==> src/rtl/ht_ltf_sched.sv <==
`default_nettype none
// ============================================================================
// ht_ltf_sched : sequences 1/2/4 HT-LTF symbols from a time-domain generator,
//                applying the P-matrix sign flip to symbol 1.   Rev 1.0
// ============================================================================
module ht_ltf_sched #(
  parameter int N_SAMP = 80,
  parameter int TMO    = 255
) (
  input  logic         clk,
  input  logic         reset,
  input  logic         start,
  input  logic [2:0]   n_ltf,
  input  logic         obf_en,
  input  logic [127:0] obf_coeff_a,
  input  logic [127:0] obf_coeff_b,
  input  logic         gen_started,
  input  logic [31:0]  gen_data,
  output logic         gen_letsgo,
  output logic [127:0] gen_obf_coeff,
  output logic [31:0]  ltf_data,
  output logic         ltf_valid,
  output logic         ltf_last,
  output logic         busy,
  output logic         done,
  output logic         err_timeout
);

  localparam int c_samp_w = (N_SAMP > 1) ? $clog2(N_SAMP) : 1;
  localparam int c_tmo_w  = $clog2(TMO + 1);
  localparam logic [c_samp_w-1:0] c_last_samp = c_samp_w'(N_SAMP - 1);
  localparam logic [c_tmo_w-1:0]  c_tmo_last  = c_tmo_w'(TMO - 1);

  typedef enum logic [2:0] {
    S_IDLE   = 3'd0,
    S_KICK   = 3'd1,
    S_WAIT   = 3'd2,
    S_STREAM = 3'd3,
    S_GAP    = 3'd4,
    S_DONE   = 3'd5
  } state_t;

  state_t                state_q, state_d;
  logic [2:0]            sym_idx_q, sym_idx_d;
  logic [c_samp_w-1:0]   samp_cnt_q, samp_cnt_d;
  logic [c_tmo_w-1:0]    tmo_cnt_q, tmo_cnt_d;
  logic                  gap_cnt_q, gap_cnt_d;
  logic [2:0]            n_ltf_q, n_ltf_d;
  logic                  obf_en_q, obf_en_d;
  logic [127:0]          coeff_a_q, coeff_a_d;
  logic [127:0]          coeff_b_q, coeff_b_d;
  logic [31:0]           ltf_data_q, ltf_data_d;
  logic                  ltf_valid_q, ltf_last_q, ltf_last_d;
  logic                  err_q, err_d;
  logic                  capture;
  logic                  last_samp;
  logic [2:0]            sym_nxt;

  // Only 1, 2 or 4 long training symbols are legal burst lengths.
  function automatic logic [2:0] clamp_n(input logic [2:0] n);
    case (n)
      3'd0, 3'd1: clamp_n = 3'd1;
      3'd2:       clamp_n = 3'd2;
      default:    clamp_n = 3'd4;
    endcase
  endfunction

  function automatic logic [15:0] neg_sat(input logic [15:0] v);
    neg_sat = (v == 16'h8000) ? 16'h7FFF : (~v + 16'd1);
  endfunction

  always_comb begin
    state_d    = state_q;
    sym_idx_d  = sym_idx_q;
    samp_cnt_d = samp_cnt_q;
    tmo_cnt_d  = tmo_cnt_q;
    gap_cnt_d  = gap_cnt_q;
    n_ltf_d    = n_ltf_q;
    obf_en_d   = obf_en_q;
    coeff_a_d  = coeff_a_q;
    coeff_b_d  = coeff_b_q;
    err_d      = 1'b0;
    capture    = 1'b0;
    last_samp  = 1'b0;
    sym_nxt    = sym_idx_q + 3'd1;

    case (state_q)
      S_IDLE: begin
        if (start) begin
          n_ltf_d    = clamp_n(n_ltf);
          obf_en_d   = obf_en;
          coeff_a_d  = obf_coeff_a;
          coeff_b_d  = obf_coeff_b;
          sym_idx_d  = '0;
          samp_cnt_d = '0;
          state_d    = S_KICK;
        end
      end
      S_KICK: begin
        tmo_cnt_d = '0;
        state_d   = S_WAIT;
      end
      S_WAIT: begin
        if (gen_started) begin
          capture    = 1'b1;
          samp_cnt_d = c_samp_w'(1);
          state_d    = S_STREAM;
        end else if (tmo_cnt_q == c_tmo_last) begin
          err_d   = 1'b1;
          state_d = S_IDLE;
        end else begin
          tmo_cnt_d = tmo_cnt_q + c_tmo_w'(1);
        end
      end
      S_STREAM: begin
        capture = 1'b1;
        if (samp_cnt_q == c_last_samp) begin
          last_samp = 1'b1;
          gap_cnt_d = 1'b0;
          state_d   = S_GAP;
        end else begin
          samp_cnt_d = samp_cnt_q + c_samp_w'(1);
        end
      end
      S_GAP: begin
        // Two idle cycles let the generator fall back to idle before the next kick.
        if (gap_cnt_q) begin
          sym_idx_d = sym_nxt;
          state_d   = (sym_nxt < n_ltf_q) ? S_KICK : S_DONE;
        end else begin
          gap_cnt_d = 1'b1;
        end
      end
      S_DONE:  state_d = S_IDLE;
      default: state_d = S_IDLE;
    endcase

    gen_letsgo = (state_q == S_KICK);
    busy       = (state_q != S_IDLE);
    done       = (state_q == S_DONE);

    gen_obf_coeff = '0;
    if (obf_en_q && (state_q == S_KICK || state_q == S_WAIT || state_q == S_STREAM)) begin
      gen_obf_coeff = sym_idx_q[0] ? coeff_b_q : coeff_a_q;
    end

    // Symbol 1 carries the -1 entry of P-matrix column [1,-1,1,1].
    ltf_data_d = '0;
    if (capture) begin
      ltf_data_d = (sym_idx_q == 3'd1) ? {neg_sat(gen_data[31:16]), neg_sat(gen_data[15:0])}
                                       : gen_data;
    end
    ltf_last_d = last_samp && (sym_nxt == n_ltf_q);
  end

  always_ff @(posedge clk or posedge reset) begin
    if (reset) begin
      state_q     <= S_IDLE;
      sym_idx_q   <= '0;
      samp_cnt_q  <= '0;
      tmo_cnt_q   <= '0;
      gap_cnt_q   <= 1'b0;
      n_ltf_q     <= '0;
      obf_en_q    <= 1'b0;
      coeff_a_q   <= '0;
      coeff_b_q   <= '0;
      ltf_data_q  <= '0;
      ltf_valid_q <= 1'b0;
      ltf_last_q  <= 1'b0;
      err_q       <= 1'b0;
    end else begin
      state_q     <= state_d;
      sym_idx_q   <= sym_idx_d;
      samp_cnt_q  <= samp_cnt_d;
      tmo_cnt_q   <= tmo_cnt_d;
      gap_cnt_q   <= gap_cnt_d;
      n_ltf_q     <= n_ltf_d;
      obf_en_q    <= obf_en_d;
      coeff_a_q   <= coeff_a_d;
      coeff_b_q   <= coeff_b_d;
      ltf_data_q  <= ltf_data_d;
      ltf_valid_q <= capture;
      ltf_last_q  <= ltf_last_d;
      err_q       <= err_d;
    end
  end

  assign ltf_data    = ltf_data_q;
  assign ltf_valid   = ltf_valid_q;
  assign ltf_last    = ltf_last_q;
  assign err_timeout = err_q;

endmodule
`default_nettype wire

==> config.mk <==
export PLATFORM = sky130hd
export DESIGN_NAME = ht_ltf_sched
export DESIGN_NICKNAME = d
export VERILOG_FILES = /design/src/rtl/ht_ltf_sched.sv
export SDC_FILE = /design/constraint.sdc
export NUM_CORES = 1
export LEC_CHECK = 0
export BUFFER_PORTS_ARGS = -buffer_cell sky130_fd_sc_hd__buf_2
export CORE_AREA = 2 2 177 179
export CTS_CLUSTER_SIZE = 12
export DETAILED_ROUTE_END_ITERATION = 6
export DIE_AREA = 0 0 179 181
export GPL_TIMING_DRIVEN = 0
export PLACE_DENSITY_LB_ADDON = 0.05
export SLEW_MARGIN = 20
export SYNTH_ARGS = -nofsm -noshare
export SYNTH_HDL_FRONTEND = slang
export SYNTH_SLANG_ARGS = --single-unit
==> constraint.sdc <==
create_clock -name clk -period 15.88 [get_ports clk]
set_clock_uncertainty 0.05 [all_clocks]
set_input_delay 3.176 -clock clk [delete_from_list [all_inputs] [get_ports clk]]
set_output_delay 3.176 -clock clk [all_outputs]
set_load 0.01 [all_outputs]
# Word-level counts from Yosys, hierarchy flattened
# Index checks and enable logic that the tools add are counted.
# word_totals
reg_bits,317
input_bits,296
out_inout_bits,166
# op_classes
addsub,5
order_cmp,1
eq_ne,21
muxes,33
bitwise,2
n_reduce_logical,18
# ops
cell,n
two-way mux 128 bit,2
two-way mux 32 bit,2
"adder 16 x 1 -> 16 bit, second input constant",2
"equality test 16 bit, second input constant",2
two-way mux 16 bit,2
inverter 16 bit,2
two-way mux 3 bit,8
two-way mux 7 bit,3
one-hot mux 7 bit (3 select lines),1
two-way mux 8 bit,2
one-hot mux 8 bit (2 select lines),1
one-hot mux 3 bit (5 select lines),1
"!= test 2 bit, second input constant",7
one-hot mux 3 bit (2 select lines),2
"equality test 3 x 1 -> 1 bit, second input constant",3
"equality test 3 x 2 -> 1 bit, second input constant",3
"adder 8 x 1 -> 8 bit, second input constant",1
"equality test 8 bit, second input constant",1
AND reduction 4 bit,2
"adder 7 x 1 -> 7 bit, second input constant",1
"equality test 7 bit, second input constant",1
two-way mux 1 bit,7
"equality test 3 bit, second input constant",2
zero test 3 bit,2
other kinds (12),20

# Depth between registers and ports, before layout
# Gate-level depths: netlist of run 1.
# logic_depth
word_depth,5
mapped_depth,8

# Worst setup path after synthesis of run 1
# Ideal clock, no wire load.
# synth_timing
kind,register to output
from,reg state_q[0]
to,out gen_obf_coeff[107]
arrival_ns,1.661
setup_slack_ns,10.993
path_stages_with_launch,7
path_buffers,3
path_cell_list,dfrtp_1 buf_2 nor2_1 or3b_2 clkbuf_1 buf_1 nor2_1
# synth_via
elab_chain_len,5
# synth_lines
element,line,rtl
"start, declared",43,"state_t state_q, state_d;"
"start signal, assigned",172,state_q <= state_d;
equality test 3 x 1 -> 1 bit / equality test 3 x 2 -> 1 bit (equally long branches),143,if (obf_en_q && (state_q == S_KICK || state_q == S_WAIT || state_q == S_STREAM)) begin
logical OR 1 bit,143,
logical OR 1 bit (*),143,
logical AND 1 bit (*),143,
two-way mux 128 bit (*),143,
"end, declared",20,"output logic [127:0] gen_obf_coeff,"
# Every way passes the cells marked *; elsewhere a longest branch is shown, timed or not.

# Final worst setup path of run 1
# layout_timing
from,reg sym_idx_q[0]
to,out gen_obf_coeff[51]
# layout_via
elab_chain_len,2
# layout_lines
element,line,rtl
"start, declared",44,"logic [2:0] sym_idx_q, sym_idx_d;"
"start signal, assigned",173,sym_idx_q <= sym_idx_d;
two-way mux 128 bit,144,gen_obf_coeff = sym_idx_q[0] ? coeff_b_q : coeff_a_q;
two-way mux 128 bit,143,
# Every way passes these cells.

==> flow_metrics.py, run 1 <==
metrics = {
    "status": {
        "status": "finished clean",
    },
    "floorplan": {
        "rows": 64,
        "start_util_pct": 48.7,
        "die_y_um": 181,
        "coreArea_mm2": 0.0303,
        "die_x_um": 179,
        "ioPinCount": 462,
        "die_area_mm2": 0.0324,
    },
    "worst_setup_path": {
        "crit_type": "reg -> out",
        "path_max_fanout": 10,
        "critPathCaptureType": "output port",
        "arrival_ps": 3230,
        "critPathLaunchType": "flip-flop",
        "worst-endpoint-required_ps": 12650,
    },
    "place": {
        "placed_cell_area_mm2": 0.0177,
        "portBuffers": 461,
        "place_worst_setup_slack_ps": 9910,
        "place_congestion": 0.891,
        "place_inst": 2587,
        "dpl.hpwl_um": 35400,
    },
    "drt": {
        "via_per_inst": 5.13,
        "wire_per_inst_um": 17.9,
        "dr.pass1.iters": 5,
        "remaining_drc_errors": 0,
        "drtIter0Drc": 665,
        "vias": 13700,
        "drtAntennaViolNets": 0,
        "totalWireLength_um": 47800,
    },
    "sta": {
        "finalHoldViolations": 0,
        "finalCritPeriodShare_pct": 40.6,
        "finalSetupTns_ps": 0,
        "slew_headroom_pct": 29.3,
        "period_needed_ps": 6450,
        "holdWs_ps": 420,
        "setup_slack_ps": 9430,
        "finalMaxSlewViolations": 0,
        "setup-violations-final": 0,
        "rsz0062_at_grt": "no",
        "worst_pin_slew_ps": 1060,
        "fmaxAchievable_mhz": 155,
    },
    "min_path": {
        "hold_path_class": "reg -> reg",
    },
    "cells_and_area": {
        "instances_no_fill": 2666,
        "nets": 2536,
        "final_core_util_pct": 62.5,
        "finalInstanceArea_mm2": 0.0190,
        "layout_commonest_cell": "nand2_1",
        "drive_above_1_share_pct": 24.2,
        "area_growth_pct": 28.4,
        "final_cell_mix": "nand2_1, buf_2, dfrtp_1, nor2_1, mux2i_1",
    },
    "logic_synthesis": {
        "synth_area_mm2": 0.0148,
        "synth_async_sr_flop_share_pct": 100,
        "synth_edf_count": 0,
        "ys_warn_count": 0,
        "yosys.area_share.simple_pct": 27.7,
        "synth_xor_area_share_pct": 1.24,
        "synth_compound_area_share_pct": 4.32,
        "synthesis.nets": 2033,
        "seq_area_frac_synth_pct": 53.7,
        "yosys.area_share.adder_pct": 0.847,
        "synth_mux_area_share_pct": 9.04,
        "ys_ff_latch": 317,
        "synth_cell_types": 54,
        "postSynthAreaPerCell_um2": 8.55,
        "synth_top_flop_cell": "dfrtp_1",
        "synth_top_family_by_area": "simple AND/OR/NAND/NOR gates",
        "syn_inst": 1727,
    },
    "clock_network": {
        "clock_path_buffers": 3,
        "cts_made_buffers": 37,
        "post_cts_buffers": 0,
        "clk_pin_slew_worst_paths_ps": 60,
        "cts_tree": "yes",
        "h-tree-depth": 2,
        "cts-root-buf": "clkbuf_16",
        "clk-insertion-delay-late_ps": 510,
        "cts_sinks": 317,
        "post_cts_resized": 0,
        "cts_hold_buffers": 0,
    },
    "pwr": {
        "p_leak_nw": 10.2,
        "ir_drop_mv": 0.0985,
        "power.density_mw_per_mm2": 188,
        "p_total_mw": 3.56,
    },
    "global_routing": {
        "antenna_found_initial": 18,
        "grt_pass1_wl_um": 73400,
        "overflow": 0,
        "grt_max_degree": 103,
        "grt_pass1_vias": 13700,
        "track_usage_pct": 29.2,
    },
    "run": {
        "drv_cap": 0,
    },
}
where the power goes:
group	leakage, nW	internal (mW)	switching, mW
Clock	0.636	0.535	0.337
Sequential	4.00	1.16	0.184
Combinational	5.54	0.528	0.815
Total	10.2	2.22	1.34
area by class of cell:
| type | count | area, um2 |
|---|---|---|
| clock inverters | 11 | 109 |
| inverters | 17 | 71.3 |
| well taps | 396 | 495 |
| repair buffers | 464 | 2390 |
| multi-input cells | 1289 | 6380 |
| clock buffers | 55 | 1160 |
| fillers | 2727 | 11400 |
| flip-flops and latches | 317 | 7930 |
| diodes | 13 | 32.5 |
| plain buffers | 104 | 395 |
worst max-delay path, stage by stage (launching register included):
cell	delay (ps)
dfrtp_1	430
clkbuf_1	280
clkbuf_1	740
clkbuf_1	650
mux2i_1	360
nor2_1	90
buf_2	170
per-layer routing:
layer / vias to the layer above / GRT usage [%] / part of all wire (%)
li1: 6558 / - / -
met5: - / 0 / 0.086
met3: 115 / 6.84 / 7.7
met1: 6478 / 35.3 / 39
met4: 6 / 11.2 / 3.7
met2: 508 / 50.0 / 49
kinds of logic after synthesis:
| logic type | count (synthesis) |
|---|---|
| flip-flops | 317 |
| AND/OR/NAND/NOR | 1022 |
| XOR/XNOR | 21 |
| adder cells (fa/ha/maj) | 10 |
| multiplexers | 133 |
| buffers and inverters | 121 |
| AO/OA/AOI/OAI | 103 |
sequential cells by signal, summed over array words and instances (netlist names), 3 cells and up:
signal      count
state_q         3
tmo_cnt_q       8
coeff_a_q     128
n_ltf_q         3
samp_cnt_q      7
sym_idx_q       3
ltf_data       32
coeff_b_q     128
cell usage after synthesis (2+ instances only):
library cell / count / area, um2
a2111o_1: 2 / 22.5
a211oi_1: 3 / 22.5
a21o_1: 6 / 45.0
a21oi_1: 39 / 195
a31oi_1: 9 / 56.3
and3_1: 5 / 31.3
and4_1: 3 / 26.3
buf_1: 5 / 18.8
buf_2: 4 / 20.0
clkbuf_1: 95 / 357
dfrtp_1: 317 / 7930
ha_1: 10 / 125
inv_1: 17 / 63.8
mux2_2: 4 / 45.0
mux2i_1: 129 / 1290
nand2_1: 795 / 2980
nand2b_1: 3 / 18.8
nand3_1: 11 / 55.1
nand4_1: 2 / 12.5
nor2_1: 149 / 559
nor2b_1: 5 / 31.3
nor3_1: 7 / 35.0
nor3b_1: 6 / 45.0
nor4_1: 7 / 43.8
o21ai_0: 22 / 110
o311a_1: 2 / 20.0
o31ai_1: 9 / 67.6
o41ai_1: 3 / 26.3
or2_2: 2 / 12.5
or3_1: 5 / 31.3
or3b_2: 2 / 17.5
or4_1: 6 / 45.0
or4_2: 2 / 17.5
or4_4: 2 / 22.5
xnor2_1: 14 / 123
xor2_1: 7 / 61.3
final timing paths:
kind	cells past startpoint	end	start	slack, ps
min	2	coeff_a_q[42]	coeff_a_q[42]	420
min reg2reg	2	coeff_a_q[42]	coeff_a_q[42]	420
max	6	gen_obf_coeff[51]	sym_idx_q[0]	9430
max in group asynchronous	4	coeff_b_q[74]	reset	11770
min in group asynchronous	2	coeff_a_q[108]	reset	2680
max reg2reg	6	coeff_b_q[14]	state_q[0]	12750
(Power assumes the default switching activity.)
==> inputs of run 2 (changes only) <==
clock period = 6 ns   (was 15.88 ns; I/O delays follow)
==> run 2 against run 1 <==
Total power increased to 2.7 times the previous value. Sequential power increased to 2.6 times the previous value. Sequential share of layout area decreased by 0.52 points. Routed wire length decreased by 0.35%. Critical endpoint is now gen_obf_coeff[52]. Count of clock-buffer cells in the layout decreased by 3.
==> flow_metrics.py, run 2 (synthesis gave the netlist of run 1 again) <==
metrics = {
    "status": {
        "status": "finished clean",
    },
    "clock_network": {
        "cts_sinks": 317,
        "h-tree-depth": 2,
        "cts_tree": "yes",
        "clk-insertion-delay-late_ps": 520,
        "cts_hold_buffers": 0,
        "clock_path_buffers": 3,
        "clk_pin_slew_worst_paths_ps": 50,
        "cts-root-buf": "clkbuf_16",
        "post_cts_buffers": 0,
        "cts_made_buffers": 38,
        "post_cts_resized": 0,
    },
    "global_routing": {
        "grt_max_degree": 36,
        "grt_pass1_vias": 13500,
        "grt_pass1_wl_um": 73300,
        "antenna_found_initial": 15,
        "overflow": 0,
        "track_usage_pct": 29.4,
    },
    "drt": {
        "dr.pass1.iters": 5,
        "totalWireLength_um": 47700,
        "remaining_drc_errors": 0,
        "vias": 13600,
        "drtIter0Drc": 741,
        "via_per_inst": 5.10,
        "drtAntennaViolNets": 0,
        "wire_per_inst_um": 17.8,
    },
    "sta": {
        "setup-violations-final": 0,
        "holdWs_ps": 421,
        "finalMaxSlewViolations": 0,
        "period_needed_ps": 4310,
        "finalCritPeriodShare_pct": 71.8,
        "rsz0062_at_grt": "no",
        "finalHoldViolations": 0,
        "slew_headroom_pct": 35.4,
        "worst_pin_slew_ps": 969,
        "fmaxAchievable_mhz": 232,
    },
    "pwr": {
        "ir_drop_mv": 0.317,
        "p_leak_nw": 10.3,
        "p_total_mw": 9.59,
        "power.density_mw_per_mm2": 500,
    },
    "place": {
        "portBuffers": 461,
        "place_congestion": 0.887,
        "dpl.hpwl_um": 35800,
    },
    "cells_and_area": {
        "nets": 2545,
        "layout_commonest_cell": "nand2_1",
        "drive_above_1_share_pct": 24.6,
        "final_cell_mix": "nand2_1, buf_2, dfrtp_1, nor2_1, mux2i_1",
        "area_growth_pct": 30.0,
    },
    "worst_setup_path": {
        "critPathLaunchType": "flip-flop",
        "arrival_ps": 3060,
        "critPathCaptureType": "output port",
        "path_max_fanout": 10,
        "crit_type": "reg -> out",
        "worst-endpoint-required_ps": 4750,
    },
    "floorplan": {
        "start_util_pct": 48.7,
        "die_x_um": 179,
        "coreArea_mm2": 0.0303,
        "die_area_mm2": 0.0324,
        "die_y_um": 181,
        "rows": 64,
        "ioPinCount": 462,
    },
    "run": {
        "drv_cap": 0,
    },
    "min_path": {
        "hold_path_class": "reg -> reg",
    },
}
## run 2: worst max-delay path, stage by stage (launching register included)
cell and delay [ps]:
dfrtp_1 420, clkbuf_1 210, clkbuf_1 670, clkbuf_1 680
mux2i_1 310, nor2_1 70, buf_2 170
## run 2: path summary, 6_finish.rpt
check                           depth (start not counted)     startpoint  slack [ps]           endpoint
min in group asynchronous                               2          reset         680      coeff_b_q[57]
worst min register to register                          2  coeff_a_q[87]         420      coeff_a_q[87]
worst max-delay path                                    6   sym_idx_q[0]        1690  gen_obf_coeff[52]
worst min-delay path                                    2  coeff_a_q[87]         420      coeff_a_q[87]
max in group asynchronous                               6          reset        3990      coeff_b_q[98]
worst max register to register                          6     state_q[0]        2940      coeff_a_q[81]
## run 2: stage by stage
stage               std cells  setup slack, ps  utilization [%]  area (um2)  TNS [ps]
global route             2671             1470             63.3       19200         0
CTS                      2664             1520             63.2       19200         0
floorplan                1727              525                -       14800         0
detailed placement       2595             2100             58.7       17800         0
finish                   2673             1690             63.3       19200         0
global placement         2584            -1410             57.9       17600   -436210
## run 2: routing by layer
| metal | vias up | part of all wire, % | GRT usage [%] | wire, um |
|---|---|---|---|---|
| met5 | - | 0.16 | 0 | 74 |
| met4 | 12 | 2.6 | 9.11 | 1220 |
| met3 | 94 | 7.7 | 7.26 | 3660 |
| met2 | 458 | 51 | 51.3 | 24300 |
| met1 | 6501 | 39 | 35.4 | 18400 |
| li1 | 6555 | - | - | - |
## run 2: power breakdown
part           total [mW]  leakage (nW)  switching, mW  internal, mW
clock network        2.48         0.679          0.926          1.55
registers            3.55          4.00          0.478          3.07
logic                3.57          5.61           2.16          1.41
total                9.59          10.3           3.56          6.03
## run 2: layout make-up
class                   instances  area, um2
diodes                          9       22.5
inverters                      17       67.6
well taps                     396        495
fillers                      2755      11100
multi-input cells            1289       6380
clock buffers                  52       1100
repair buffers                472       2540
flip-flops and latches        317       7930
clock inverters                17        260
plain buffers                 104        395
==> inputs of run 3 (changes only) <==
clock period = 4.08 ns   (was 6 ns; I/O delays follow)
==> run 3 against run 2 <==
Combinational power up 47%. Die area unchanged. Via count up 0.25%. Cell area about the same. Critical path depth up 1. Largest power group unchanged.
==> flow_metrics.py, run 3 (synthesis gave the netlist of run 1 again) <==
metrics = {
    "worst_setup_path": {
        "critPathCaptureType": "output port",
        "rr_worst_depth": 6,
        "path_max_fanout": 10,
        "critPathLaunchType": "flip-flop",
        "worst-endpoint-required_ps": 3210,
        "worst-path-buf-inv": 4,
        "arrival_ps": 2920,
        "crit_slowest_cell": "or3b_2",
        "critPathTopFamily": "buffers and inverters",
        "crit_cells": 7,
        "max_stage_delay_ps": 490,
        "crit_type": "reg -> out",
        "path_cells": "buf_2 > nor2_1 > or3b_2 > clkbuf_2 > clkbuf_1 > nor2_1 > buf_2",
    },
    "global_routing": {
        "met2_usage_pct": 51.3,
        "grt_pass1_wl_um": 73300,
        "use_met3_pct": 7.26,
        "grt_pass1_vias": 13500,
        "track_usage_pct": 29.4,
        "top_usage_layer": "met2",
        "use_met1_pct": 35.4,
        "antenna_found_initial": 15,
        "grt_max_degree": 36,
        "overflow": 0,
    },
    "clock_network": {
        "cts_tree": "yes",
        "clk-insertion-delay-late_ps": 530,
        "post_cts_resized": 1,
        "cts_made_buffers": 38,
        "clock_path_buffers": 3,
        "h-tree-depth": 2,
        "cts-root-buf": "clkbuf_16",
        "cts_sinks": 317,
        "cts_hold_buffers": 0,
        "post_cts_buffers": 0,
        "clk_pin_slew_worst_paths_ps": 60,
    },
    "pwr": {
        "p_sw_mw": 5.24,
        "p_int_mw": 8.87,
        "ir_drop_mv": 0.470,
        "p_seq_share_pct": 37.0,
        "swShare_pct": 37.1,
        "p_leak_nw": 10.3,
        "power.density_mw_per_mm2": 735,
        "clkPwrFrac_pct": 25.8,
        "combPwrFrac_pct": 37.2,
    },
    "floorplan": {
        "start_util_pct": 48.7,
        "die_x_um": 179,
        "die_area_mm2": 0.0324,
        "die_y_um": 181,
        "ioPinCount": 462,
        "coreArea_mm2": 0.0303,
        "rows": 64,
    },
    "drt": {
        "dr.pass1.iters": 5,
        "totalWireLength_um": 47700,
        "via_per_inst": 5.11,
        "vias": 13700,
        "drtIter0Drc": 741,
        "drtAntennaViolNets": 0,
        "remaining_drc_errors": 0,
        "wire_per_inst_um": 17.8,
    },
    "place": {
        "portBuffers": 461,
        "dpl.hpwl_um": 35800,
        "place_congestion": 0.887,
    },
    "cells_and_area": {
        "layout_commonest_cell": "nand2_1",
        "drive_above_1_share_pct": 24.7,
        "fillers": 2754,
        "final_cell_mix": "nand2_1, buf_2, dfrtp_1, nor2_1, mux2i_1",
        "area_growth_pct": 30.0,
        "final_core_util_pct": 63.3,
        "nets": 2545,
    },
    "run": {
        "drv_cap": 0,
    },
    "sta": {
        "holdWs_ps": 299,
        "fmaxAchievable_mhz": 264,
        "slew_headroom_pct": 35.8,
        "rsz0062_at_grt": "no",
        "finalMaxSlewViolations": 0,
        "finalHoldViolations": 0,
        "finalSetupTns_ps": 0,
        "setup-violations-final": 0,
        "period_needed_ps": 3790,
        "worst_pin_slew_ps": 964,
        "finalCritPeriodShare_pct": 92.9,
    },
    "status": {
        "status": "finished clean",
    },
    "min_path": {
        "hold_path_class": "in -> async",
    },
}
## run 3: worst paths after layout
path / startpoint / to / slack (ps)
min: reset / coeff_b_q[57] / 300
max: state_q[0] / gen_obf_coeff[14] / 290
max in group asynchronous: reset / coeff_b_q[98] / 2450
max reg2reg: state_q[0] / coeff_a_q[81] / 1030
min in group clk: obf_coeff_a[119] / coeff_a_q[119] / 420
min reg2reg: coeff_a_q[87] / coeff_a_q[87] / 420
## run 3: per-stage QoR
step                      power (mW)  std cells  area (um2)  worst slack [ps]
after global routing            15.1       2671       19200               170
after global placement          10.3       2584       17600             -2940
after CTS                       14.2       2664       19200               137
after floorplan                 8.60       1727       14800             -1010
final                           14.1       2673       19200               289
after detailed placement        10.5       2595       17800               559
## run 3: worst reg2reg max path, cell delays in order (launching register included)
cell and delay (ps):
dfrtp_1 410, buf_2 200, nor4b_2 820, clkbuf_1 790, clkbuf_1 530, nand2_1 120
nand2_1 80
## run 3: final cells by class
cell class              instances  area, um2  share of cell area [%]
flip-flops and latches        317       7930                    41.3
multi-input cells            1289       6380                    33.2
repair buffers                472       2540                    13.2
clock buffers                  52       1100                    5.75
well taps                     396        495                    2.58
plain buffers                 104        398                    2.07
clock inverters                17        260                    1.36
inverters                      17       67.6                   0.352
diodes                          9       22.5                   0.117
## run 3: power by group through the flow
stage / logic (mW) / registers [mW] / clock network [mW]
5_1_grt: 5.89 / 5.39 / 3.83
3_3_place_gp: 5.14 / 5.21 / 0
3_5_place_dp: 5.26 / 5.25 / 0
2_1_floorplan: 3.43 / 5.16 / 0
4_1_cts: 5.30 / 5.21 / 3.69
6_report: 5.25 / 5.22 / 3.65
## run 3: per-layer routing
metal  vias up  part of all wire, %
met5         -                 0.16
met4        12                  2.6
met3        94                  7.8
met2       467                   51
met1      6526                   39
li1       6555                    -
